==> src/rtl/stage0_fetch_sequencer.sv <==
// Stage-0 fetch sequencer: assembles 32-bit instructions from four byte reads,
// presents them with valid/ready, and handles jump redirects and a halt opcode.
module stage0_fetch_sequencer #(
  parameter int                  PC_WIDTH = 8,
  parameter logic [PC_WIDTH-1:0] RESET_PC = '0,
  parameter logic [7:0]          HALT_OP  = 8'hFF
) (
  input  logic                clk,
  input  logic                reset,
  output logic [PC_WIDTH-1:0] mem_addr,
  output logic                mem_rd,
  input  logic [7:0]          mem_data,
  input  logic                mem_ack,
  output logic [31:0]         full_ins,
  output logic [PC_WIDTH-1:0] ins_pc,
  output logic                ins_valid,
  input  logic                ins_ready,
  input  logic                jmp_valid,
  input  logic [PC_WIDTH-1:0] jmp_addr,
  output logic                halted
);

  typedef enum logic [1:0] {
    S_IDLE,
    S_FETCH,
    S_HOLD,
    S_HALTED
  } state_t;

  state_t              r_state;
  state_t              w_state_next;
  logic [PC_WIDTH-1:0] r_pc;
  logic [PC_WIDTH-1:0] w_pc_next;
  logic [1:0]          r_byte_idx;
  logic [1:0]          w_byte_idx_next;
  logic [31:0]         r_full_ins;
  logic [31:0]         w_full_ins_next;
  logic [PC_WIDTH-1:0] r_ins_pc;
  logic [PC_WIDTH-1:0] w_ins_pc_next;
  logic [PC_WIDTH-1:0] w_jmp_target;
  logic                w_unused_jmp_lsb;

  assign w_jmp_target     = {jmp_addr[PC_WIDTH-1:2], 2'b00};
  assign w_unused_jmp_lsb = ^jmp_addr[1:0];

  always_ff @(posedge clk or posedge reset) begin
    if (reset) begin
      r_state    <= S_IDLE;
      r_pc       <= RESET_PC;
      r_byte_idx <= 2'd0;
      r_full_ins <= 32'd0;
      r_ins_pc   <= RESET_PC;
    end else begin
      r_state    <= w_state_next;
      r_pc       <= w_pc_next;
      r_byte_idx <= w_byte_idx_next;
      r_full_ins <= w_full_ins_next;
      r_ins_pc   <= w_ins_pc_next;
    end
  end

  always_comb begin
    w_state_next    = r_state;
    w_pc_next       = r_pc;
    w_byte_idx_next = r_byte_idx;
    w_full_ins_next = r_full_ins;
    w_ins_pc_next   = r_ins_pc;

    case (r_state)
      S_IDLE: begin
        w_state_next = S_FETCH;
      end
      S_FETCH: begin
        if (mem_ack) begin
          w_full_ins_next[8*r_byte_idx +: 8] = mem_data;
          w_byte_idx_next = r_byte_idx + 2'd1;
          if (r_byte_idx == 2'd3) begin
            w_ins_pc_next = r_pc;
            w_state_next  = S_HOLD;
          end
        end
      end
      S_HOLD: begin
        if (ins_ready) begin
          w_pc_next    = r_pc + PC_WIDTH'(4);
          w_state_next = (r_full_ins[31:24] == HALT_OP) ? S_HALTED : S_FETCH;
        end
      end
      default: begin
        w_state_next = S_HALTED;
      end
    endcase

    // A redirect overrides everything: partial fetch, same-cycle ack, pc+4 and halt.
    if (jmp_valid) begin
      w_pc_next       = w_jmp_target;
      w_byte_idx_next = 2'd0;
      w_full_ins_next = r_full_ins;
      w_ins_pc_next   = r_ins_pc;
      w_state_next    = S_FETCH;
    end
  end

  assign mem_addr  = r_pc + PC_WIDTH'(r_byte_idx);
  assign mem_rd    = (r_state == S_FETCH);
  assign ins_valid = (r_state == S_HOLD);
  assign halted    = (r_state == S_HALTED);
  assign full_ins  = r_full_ins;
  assign ins_pc    = r_ins_pc;

endmodule
==> config.mk <==
export PLATFORM = sky130hd
export DESIGN_NAME = stage0_fetch_sequencer
export DESIGN_NICKNAME = d
export VERILOG_FILES = /design/src/rtl/stage0_fetch_sequencer.sv
export SDC_FILE = /design/constraint.sdc
export NUM_CORES = 1
export LEC_CHECK = 0
export CAP_MARGIN = 20
export CORE_UTILIZATION = 25
export CTS_BUF_LIST = sky130_fd_sc_hd__clkbuf_16
export DETAILED_ROUTE_END_ITERATION = 16
export PLACE_DENSITY = 0.54
export SETUP_SLACK_MARGIN = 0.3
export SLEW_MARGIN = 10
export SYNTH_ARGS = -nofsm -noshare
export SYNTH_HDL_FRONTEND = slang
export SYNTH_SLANG_ARGS = --single-unit
==> constraint.sdc <==
create_clock -name clk -period 4.2 [get_ports clk]
set_clock_uncertainty 0.2 [all_clocks]
set_input_delay 1.26 -clock clk [delete_from_list [all_inputs] [get_ports clk]]
set_output_delay 1.26 -clock clk [all_outputs]
set_load 0.02 [all_outputs]
==> out/qor.csv, run 1 <==
metric;value;unit
status;complete, no violations;
crit_path_start_kind;flip-flop;
cts_resized;0;
report.final.slew_viol_count;0;
ir_worst_vdd;0.278;mV
fmax;0.317;GHz
max_stage_delay;0.63;ns
grt_pass1_wl;9680;um
finalHoldViolations;0;
antenna_left;0;
setup_viol;0;
min_from;ins_pc[6]$_DFFE_PP0P_;
vias;1873;
grt_pass1_vias;1841;
grt_start_max_net_pins;49;
synth_area;2280;sq um
hpwl;4060;um
relSlewSlack;0.434;
period_share;0.750;
core;8760;sq um
wl;5790;um
cts.path.max_buffers;2;
drive_gt1_frac;0.0651;
final_area;3180;sq um
fp.dieH;97.4;um
wl_per_cell;14.5;um
clk_latency;0.28;ns
synthTopCellsByArea;dfrtp_1 53%, nand4_1 9.1%, o21ai_0 7.9%, inv_1 5.9%, ha_1 3.3%;
crit_arrival;1.69;ns
ys.warnings.count;0;
cts-buffers-inserted;5;
cts_root_buf;clkbuf_16;
hold_buffers;0;
synth_top_flop_cell;dfrtp_1;
io_pins;72;
tns;0;ns
power_density;520;nW/um^2
yosys.cell_count.top_type;dfrtp_1;
cpMaxStageDelayCell;clkdlybuf4s50_1;
pwr-share-clk;0.243;
maxCapViolCount;0;
worstHoldPathType;flip-flop to flip-flop;
syn_avg_cell_area;9.69;sq um
synth-edff-count;0;
drtIter0Drc;97;
die_x;97.4;um
cp_cell_sequence;nor2b_1 > clkdlybuf4s50_1;
synthesis.instances;235;
yosys.area.top_type;dfrtp_1;
reg2reg_to;full_ins[2]$_DFFE_PP0P_;
synthTopCellsByCount;48 x dfrtp_1, 36 x inv_1, 36 x o21ai_0, 33 x nand4_1, 11 x clkbuf_1;
cts_tree;done;
htree_num_levels;2;
rrSetupSlack;1.90;ns
power.leakage;1.34;nW
pwr-share-seq;0.400;
ff2ff_path_depth;5;
tightest_slew;0.847;ns
cts.sinks;48;
antenna_found_initial;0;
drc;0;
overflow;0;
design.die.area;9490;sq um
dpl_cell_area;3010;sq um
crit_path_max_fanout;9;
cts_setup_buffers;0;
viasPerCell;4.68;
async_flop_share;1.00;
ys_seq_elements;48;
hold_end;ins_pc[6]$_DFFE_PP0P_;
seq_area_frac_synth;0.527;
switching_power;0.000569;W
period_needed;3.15;ns
reg2reg_from;r_byte_idx[0]$_DFFE_PP0P_;
port-buffer-count;67;
dr.pass1.iters;4;
combPwrFrac;0.357;
syn_to_final_growth;39.6;%
track_usage;0.128;
start_util;0.260;
switching_share;0.344;
path_clk_slew;0.07;ns
grt_setup_unrepaired;false;
rows;34;
cp-end-kind;output port;
finalHoldWorstSlack;0.305;ns
worstPathRequired;2.74;ns
synth_top_area_share;0.527;
num_antenna_cells;0;
worstSetupPathType;flip-flop to output port;
p_int;0.00108;W
fin_nets;318;
holdPathStages;1;
synthDistinctLibCells;36;
place.gp.congestion;0.789;
## cell families (layout without fill, tap and decap cells)
logic type      after synthesis  count (layout)  share of synthesized area
fa+ha+maj                     6               6                     0.0330
flops                        48              48                      0.527
mux                           8               8                     0.0385
buf+inv                      58             114                      0.106
xor+xnor                      3               3                     0.0115
other cells                   1               2                    0.00165
simple gates                 68              68                      0.184
compound gates               43              43                     0.0984
## stage by stage
| step | util | cells | setup slack [ns] | power [W] |
|---|---|---|---|---|
| final | 0.363 | 400 | 1.05 | 0.00165 |
| after global routing | 0.363 | 400 | 0.979 | 0.00176 |
| after CTS | 0.360 | 399 | 1.03 | 0.00167 |
| after detailed placement | 0.344 | 391 | 0.939 | 0.00126 |
| after global placement | 0.344 | 391 | 0.955 | 0.00125 |
| after floorplan | - | 236 | 1.60 | 0.000950 |
## metal layers
metal / GRT usage / part of all wire / vias to the layer above / wire length, um
li1: - / - / 910 / -
met1: 0.188 / 0.49 / 892 / 2820
met2: 0.182 / 0.44 / 61 / 2570
met3: 0.0281 / 0.047 / 10 / 272
met4: 0.0498 / 0.023 / 0 / 133
met5: 0 / 0 / - / 0
## worst max-delay path: cells and delay by family, from the launching register on
family / cells / cell delay (ns)
AND/OR/NAND/NOR: 1 / 0.24
flip-flops: 1 / 0.54
buffers and inverters: 1 / 0.63
## worst max path at each step
| stage | startpoint | slack (ns) | to | cells past startpoint |
|---|---|---|---|---|
| 6_report | r_state[1]$_DFFE_PP0P_ | 1.05 | ins_valid | 2 |
| 5_1_grt | r_state[1]$_DFFE_PP0P_ | 0.98 | ins_valid | 2 |
| 4_1_cts | r_state[1]$_DFFE_PP0P_ | 1.03 | ins_valid | 2 |
| 3_5_place_dp | mem_ack | 0.94 | full_ins[14]$_DFFE_PP0P_ | 5 |
| 3_3_place_gp | mem_ack | 0.95 | full_ins[11]$_DFFE_PP0P_ | 5 |
| 2_1_floorplan | reset | 1.60 | full_ins[0]$_DFFE_PP0P_ | 1 |
## state kept, by name, indices dropped and copies added (netlist names)
register / flops
r_byte_idx: 2
r_state: 2
full_ins: 32
r_pc: 6
ins_pc: 6
## cells in the final DEF (no fill, tap or decap), types with 3 or more instances in the layout
cell             instances
and2_1                   4
clkdlybuf4s50_1         67
inv_1                   35
nor2_1                   5
clkbuf_16                5
nand2_1                  7
o21ai_0                 36
a31oi_1                  3
mux2_2                   5
ha_1                     6
nor3b_1                  3
dfrtp_1                 48
nand4_1                 33
## cell type report
class | count | area, sq um
clock inverters | 3 | 22.5
multi-input cells | 130 | 853
flip-flops and latches | 48 | 1200
clock buffers | 5 | 125
well taps | 108 | 135
fillers | 906 | 5590
inverters | 36 | 135
repair buffers | 70 | 706
## power groups by stage
stage | sequential, W | combinational (W) | clock (W)
after floorplan | 0.000793 | 0.000157 | 0
after CTS | 0.000664 | 0.000594 | 0.000411
final | 0.000661 | 0.000590 | 0.000402
after detailed placement | 0.000670 | 0.000590 | 0
after global placement | 0.000670 | 0.000585 | 0
after global routing | 0.000681 | 0.000642 | 0.000435
(Power assumes the default switching activity.)
==> run 2, diff against run 1 <==
clock period = 3.24 ns   (was 4.2 ns; I/O delays follow)
==> run 2 against run 1 <==
  * Routed wire length is 0.35% higher
  * Final area rose by 1.5%
  * Die area unchanged
  * Register-to-register slack worse by 0.97 ns
  * Combinational power is 30% higher
  * Core utilization increased by 0.53 points
  * Clock-buffer cell count is the same
  * Via count fell by 2.0%
  * Critical endpoint unchanged
==> out/qor.csv, run 2 (synthesis gave the netlist of run 1 again) <==
metric;value;unit;change
status;complete, no violations;;
power.leakage;1.36;nW;+1.3%
ir_worst_vdd;0.368;mV;+33%
cts-buffers-inserted;5;;unchanged
switching_power;0.000725;W;+27%
num-fill-cells;895;;-1.2%
wl;5810;um;+0.35%
die_x;97.4;um;unchanged
holdPathStages;1;;unchanged
wl_per_cell;14.5;um;+0.35%
fp.dieH;97.4;um;unchanged
report.final.slew_viol_count;0;;unchanged
worstSetupPathType;flip-flop to output port;;
p_int;0.00156;W;+43%
hold_end;ins_pc[6]$_DFFE_PP0P_;;
setup_viol;0;;unchanged
maxCapViolCount;0;;unchanged
tightest_slew;0.842;ns;-0.00495 ns
min_from;ins_pc[6]$_DFFE_PP0P_;;
port-buffer-count;67;;unchanged
cp_top_family;buffers and inverters;;
fin_nets;319;;+0.31%
cts.sinks;48;;unchanged
period_share;0.867;;
vias;1835;;-2.0%
rrSetupSlack;0.93;ns;-0.97 ns
worstPathRequired;2.07;ns;-0.67 ns
overflow;0;;unchanged
hpwl;4130;um;+1.7%
cpMaxStageDelayCell;clkdlybuf4s50_1;;
worstHoldPathType;flip-flop to flip-flop;;
track_usage;0.128;;about the same
viasPerCell;4.59;;-2.0%
syn_to_final_growth;41.6;%;
grt_start_max_net_pins;36;;-27%
core;8760;sq um;unchanged
max_stage_delay;0.64;ns;about the same
start_util;0.260;;unchanged
finalHoldViolations;0;;unchanged
tns;0;ns;unchanged
antenna_found_initial;0;;unchanged
rows;34;;unchanged
drive_gt1_frac;0.0685;;+0.00342
place_ws;0.359;ns;-0.580 ns
layout_common_cells;67 x clkdlybuf4s50_1, 47 x dfrtp_1, 36 x o21ai_0;;
largest_reg_flops;32;;unchanged
worst-path-buf-inv;1;;unchanged
path_clk_slew;0.06;ns;about the same
pwr-share-seq;0.376;;-0.024
crit_path_max_fanout;9;;unchanged
fmax;0.356;GHz;
io_pins;72;;unchanged
period_needed;2.81;ns;
cts_tree;done;;
ff2ff_path_depth;5;;unchanged
place.gp.congestion;0.808;;+2.5%
num_antenna_cells;0;;unchanged
pwr-share-clk;0.288;;+0.045
crit_path_start_kind;flip-flop;;
reg2reg_from;r_byte_idx[0]$_DFFE_PP0P_;;
cts.path.max_buffers;2;;unchanged
antenna_left;0;;unchanged
final_common_cell;clkdlybuf4s50_1;;
dr.pass1.iters;4;;unchanged
cp-end-kind;output port;;
worstSetupStartpoint;r_state[1]$_DFFE_PP0P_;;
drc;0;;unchanged
relSlewSlack;0.437;;+0.00331
design.die.area;9490;sq um;unchanged
path_depth;2;;unchanged
grt_pass1_vias;1766;;-4.1%
grt_setup_unrepaired;false;;
power_density;707;nW/um^2;+36%
cts_setup_buffers;0;;unchanged
combPwrFrac;0.336;;-0.021
clk_latency;0.29;ns;about the same
switching_share;0.318;;-0.0262
drtIter0Drc;85;;-12%
grt_pass1_wl;9610;um;-0.71%
finalWorstSetupSlack;0.429;ns;-0.619 ns
htree_num_levels;2;;unchanged
cts_root_buf;clkbuf_16;;
cp_cell_sequence;nor2b_1 > clkdlybuf4s50_1;;
crit_arrival;1.64;ns;-0.05 ns
reg2reg_to;full_ins[16]$_DFFE_PP0P_;;
-- run 2: cell count changes in the layout (fill, tap and decap cells not counted) --
cell       previous run  this run
bufinv_16             0         2
buf_4                 2         3
clkinv_2              1         0
clkinv_4              1         0
dfrtp_1              48        47
dfrtp_2               0         1
inv_6                 1         0
-- run 2: timing repair --
| action | CTS | global route |
|---|---|---|
| endpoints found under the hold margin | 0 | 0 |
| hold buffers | 0 | 0 |
| setup endpoints to repair | 0 | 1 |
| resized for setup | 0 | 1 |
-- run 2: worst max path at each step --
stage | to | slack (ns)
after global placement | ins_pc[5]$_DFFE_PP0P_ | 0.38
after detailed placement | full_ins[13]$_DFFE_PP0P_ | 0.36
after CTS | ins_valid | 0.37
final | ins_valid | 0.43
after floorplan | full_ins[0]$_DFFE_PP0P_ | 0.92
after global routing | ins_valid | 0.38
-- run 2: per-stage QoR --
stage / hold slack [ns] / instance area, sq um / instances / util / power (W)
finish: 0.305 / 3220 / 400 / 0.368 / 0.00228
global route: 0.330 / 3220 / 400 / 0.368 / 0.00241
CTS: 0.305 / 3220 / 400 / 0.368 / 0.00231
detailed placement: 0.290 / 3040 / 393 / 0.347 / 0.00164
global placement: 0.280 / 3040 / 393 / 0.347 / 0.00163
floorplan: 0.315 / 2280 / 236 / - / 0.00123
-- run 2: cell type report --
type | count | area [sq um] | area share
Sequential cell | 48 | 1200 | 0.373
Multi-Input combinational cell | 130 | 853 | 0.265
Timing Repair Buffer | 71 | 713 | 0.221
Inverter | 36 | 135 | 0.0419
Tap cell | 108 | 135 | 0.0419
Clock buffer | 5 | 125 | 0.0388
Clock inverter | 2 | 60.1 | 0.0186
-- run 2: routing by layer --
layer	routed length [um]	GRT usage	up-vias
li1	-	-	913
met2	2560	0.186	48
met3	254	0.0317	6
met5	0	0	-
met1	2900	0.184	868
met4	96	0.0475	0
-- run 2: worst reg2reg max path, delay by kind of cell (launching register included) --
kind                     cells  cell delay (ns)
AND/OR/NAND/NOR              2             0.87
flip-flops                   1             0.48
AO/OA/AOI/OAI                1             0.13
buffers and inverters        1             0.16
adder cells (fa/ha/maj)      1             0.38
-- run 2: power by group through the flow --
stage | Combinational (W) | Clock (W) | Sequential, W
global placement | 0.000764 | 0 | 0.000869
floorplan | 0.000203 | 0 | 0.00103
finish | 0.000766 | 0.000656 | 0.000858
detailed placement | 0.000769 | 0 | 0.000868
global route | 0.000828 | 0.000699 | 0.000885
CTS | 0.000776 | 0.000676 | 0.000860
==> run 3, diff against run 2 <==
clock period = 2.8 ns   (was 3.24 ns; I/O delays follow)
==> run 3 against run 2 <==
  * Via count grew 3.0%
  * Sequential cell count is the same
  * Combinational power grew 17%
  * Routed wire length grew 0.50%
  * Sequential power grew 16%
  * First-iteration DRC count grew 16%
  * Final area grew 0.39%
  * Critical path type unchanged
  * Highest routed layer unchanged
==> out/qor.csv, run 3 (synthesis gave the netlist of run 1 again) <==
metric;value;unit;change
status;complete, no violations;;
fin_nets;323;;+1.3%
largest_reg_flops;32;;unchanged
worst-path-buf-inv;1;;unchanged
fmax;0.416;GHz;
cts.path.max_buffers;2;;unchanged
wl_per_cell;14.4;um;-0.74%
hpwl;4250;um;+3.0%
cts.sinks;48;;unchanged
start_util;0.260;;unchanged
grt_pass1_vias;1879;;+6.4%
fp.dieH;97.4;um;unchanged
rows;34;;unchanged
place.gp.congestion;0.806;;-0.35%
tns;0;ns;unchanged
max_stage_delay;0.65;ns;about the same
final_common_cell;clkdlybuf4s50_1;;
maxCapViolCount;0;;unchanged
core;8760;sq um;unchanged
clk_latency;0.29;ns;about the same
num-fill-cells;880;;-1.7%
design.die.area;9490;sq um;unchanged
power_density;798;nW/um^2;+13%
crit_path_start_kind;flip-flop;;
fin_util;0.369;;+0.00143
io_pins;72;;unchanged
antenna_left;0;;unchanged
worstSetupPathType;flip-flop to output port;;
cts_tree;done;;
drtIter0Drc;99;;+16%
dr.pass1.iters;4;;unchanged
track_usage;0.130;;+0.00202
drive_gt1_frac;0.0875;;+0.0190
port-buffer-count;67;;unchanged
overflow;0;;unchanged
cp-end-kind;output port;;
cp_cell_sequence;clkdlybuf4s50_1;;
grt_start_max_net_pins;29;;-19%
cp_top_family;buffers and inverters;;
regArea;1200;sq um;+0.10%
period_share;0.859;;
cts_setup_buffers;0;;unchanged
ir_worst_vdd;0.450;mV;+22%
power.leakage;1.38;nW;+1.7%
crit_arrival;1.37;ns;-0.27 ns
htree_num_levels;2;;unchanged
vias;1890;;+3.0%
worstHoldPathType;flip-flop to flip-flop;;
antenna_found_initial;0;;unchanged
worstPathRequired;1.76;ns;-0.31 ns
die_x;97.4;um;unchanged
syn_to_final_growth;42.1;%;
wl;5840;um;+0.50%
cts_root_buf;clkbuf_16;;
cpMaxStageDelayCell;clkdlybuf4s50_1;;
num_antenna_cells;0;;unchanged
finalHoldViolations;0;;unchanged
path_clk_slew;0.07;ns;about the same
grt_pass1_wl;9820;um;+2.2%
drc;0;;unchanged
layout_common_cells;63 x clkdlybuf4s50_1, 46 x dfrtp_1, 36 x o21ai_0;;
report.final.slew_viol_count;0;;unchanged
period_needed;2.41;ns;
cts-buffers-inserted;5;;unchanged
setup_viol;0;;unchanged
viasPerCell;4.67;;+1.7%
grt_setup_unrepaired;false;;
multi_input_area;853;sq um;unchanged
crit_path_max_fanout;5;;-4
[run 3: what timing repair did]
item,4_1_cts,5_1_grt
setup endpoints to repair,4,0
hold buffers,0,0
gates resized for setup,6,0
[run 3: routing by layer]
metal | vias up | GRT usage | wire [um]
met5 | - | 0 | 0
met1 | 909 | 0.183 | 2940
met2 | 48 | 0.199 | 2590
met3 | 5 | 0.0266 | 243
met4 | 0 | 0.0441 | 73
li1 | 928 | - | -
[run 3: power by group]
group          switching (W)  internal, W  leakage, nW  total [W]
logic               0.000468     0.000431        0.711   0.000898
registers           0.000122     0.000869        0.593   0.000991
clock network       0.000270     0.000425       0.0804   0.000694
total               0.000859      0.00172         1.38    0.00258
[run 3: per-stage QoR]
stage	hold slack (ns)	power [W]	cells	area, sq um	setup WS, ns
detailed placement	0.281	0.00190	397	3070	0.158
CTS	0.297	0.00262	405	3240	0.367
finish	0.291	0.00258	405	3240	0.394
global route	0.327	0.00273	405	3240	0.333
floorplan	0.315	0.00142	236	2280	0.616
global placement	0.283	0.00190	397	3070	0.164
[run 3: layout make-up]
class / instances / share of cell area
Sequential cell: 48 / 0.372
Multi-Input combinational cell: 130 / 0.264
Tap cell: 108 / 0.0417
Clock inverter: 3 / 0.0143
Timing Repair Buffer: 75 / 0.228
Inverter: 36 / 0.0417
Clock buffer: 5 / 0.0387
[run 3: worst paths after layout]
path / cells past startpoint / slack, ns / endpoint / start
setup reg to reg: 6 / 0.86 / full_ins[25]$_DFFE_PP0P_ / r_byte_idx[0]$_DFFE_PP0P_
setup / recovery: 1 / 0.39 / mem_addr[1] / r_byte_idx[1]$_DFFE_PP0P_
hold reg to reg: 1 / 0.29 / ins_pc[4]$_DFFE_PP0P_ / ins_pc[4]$_DFFE_PP0P_
max in group asynchronous: 3 / 1.19 / r_state[0]$_DFFE_PP0P_ / reset
hold / removal: 1 / 0.29 / ins_pc[4]$_DFFE_PP0P_ / ins_pc[4]$_DFFE_PP0P_
min in group asynchronous: 2 / 0.69 / full_ins[25]$_DFFE_PP0P_ / reset
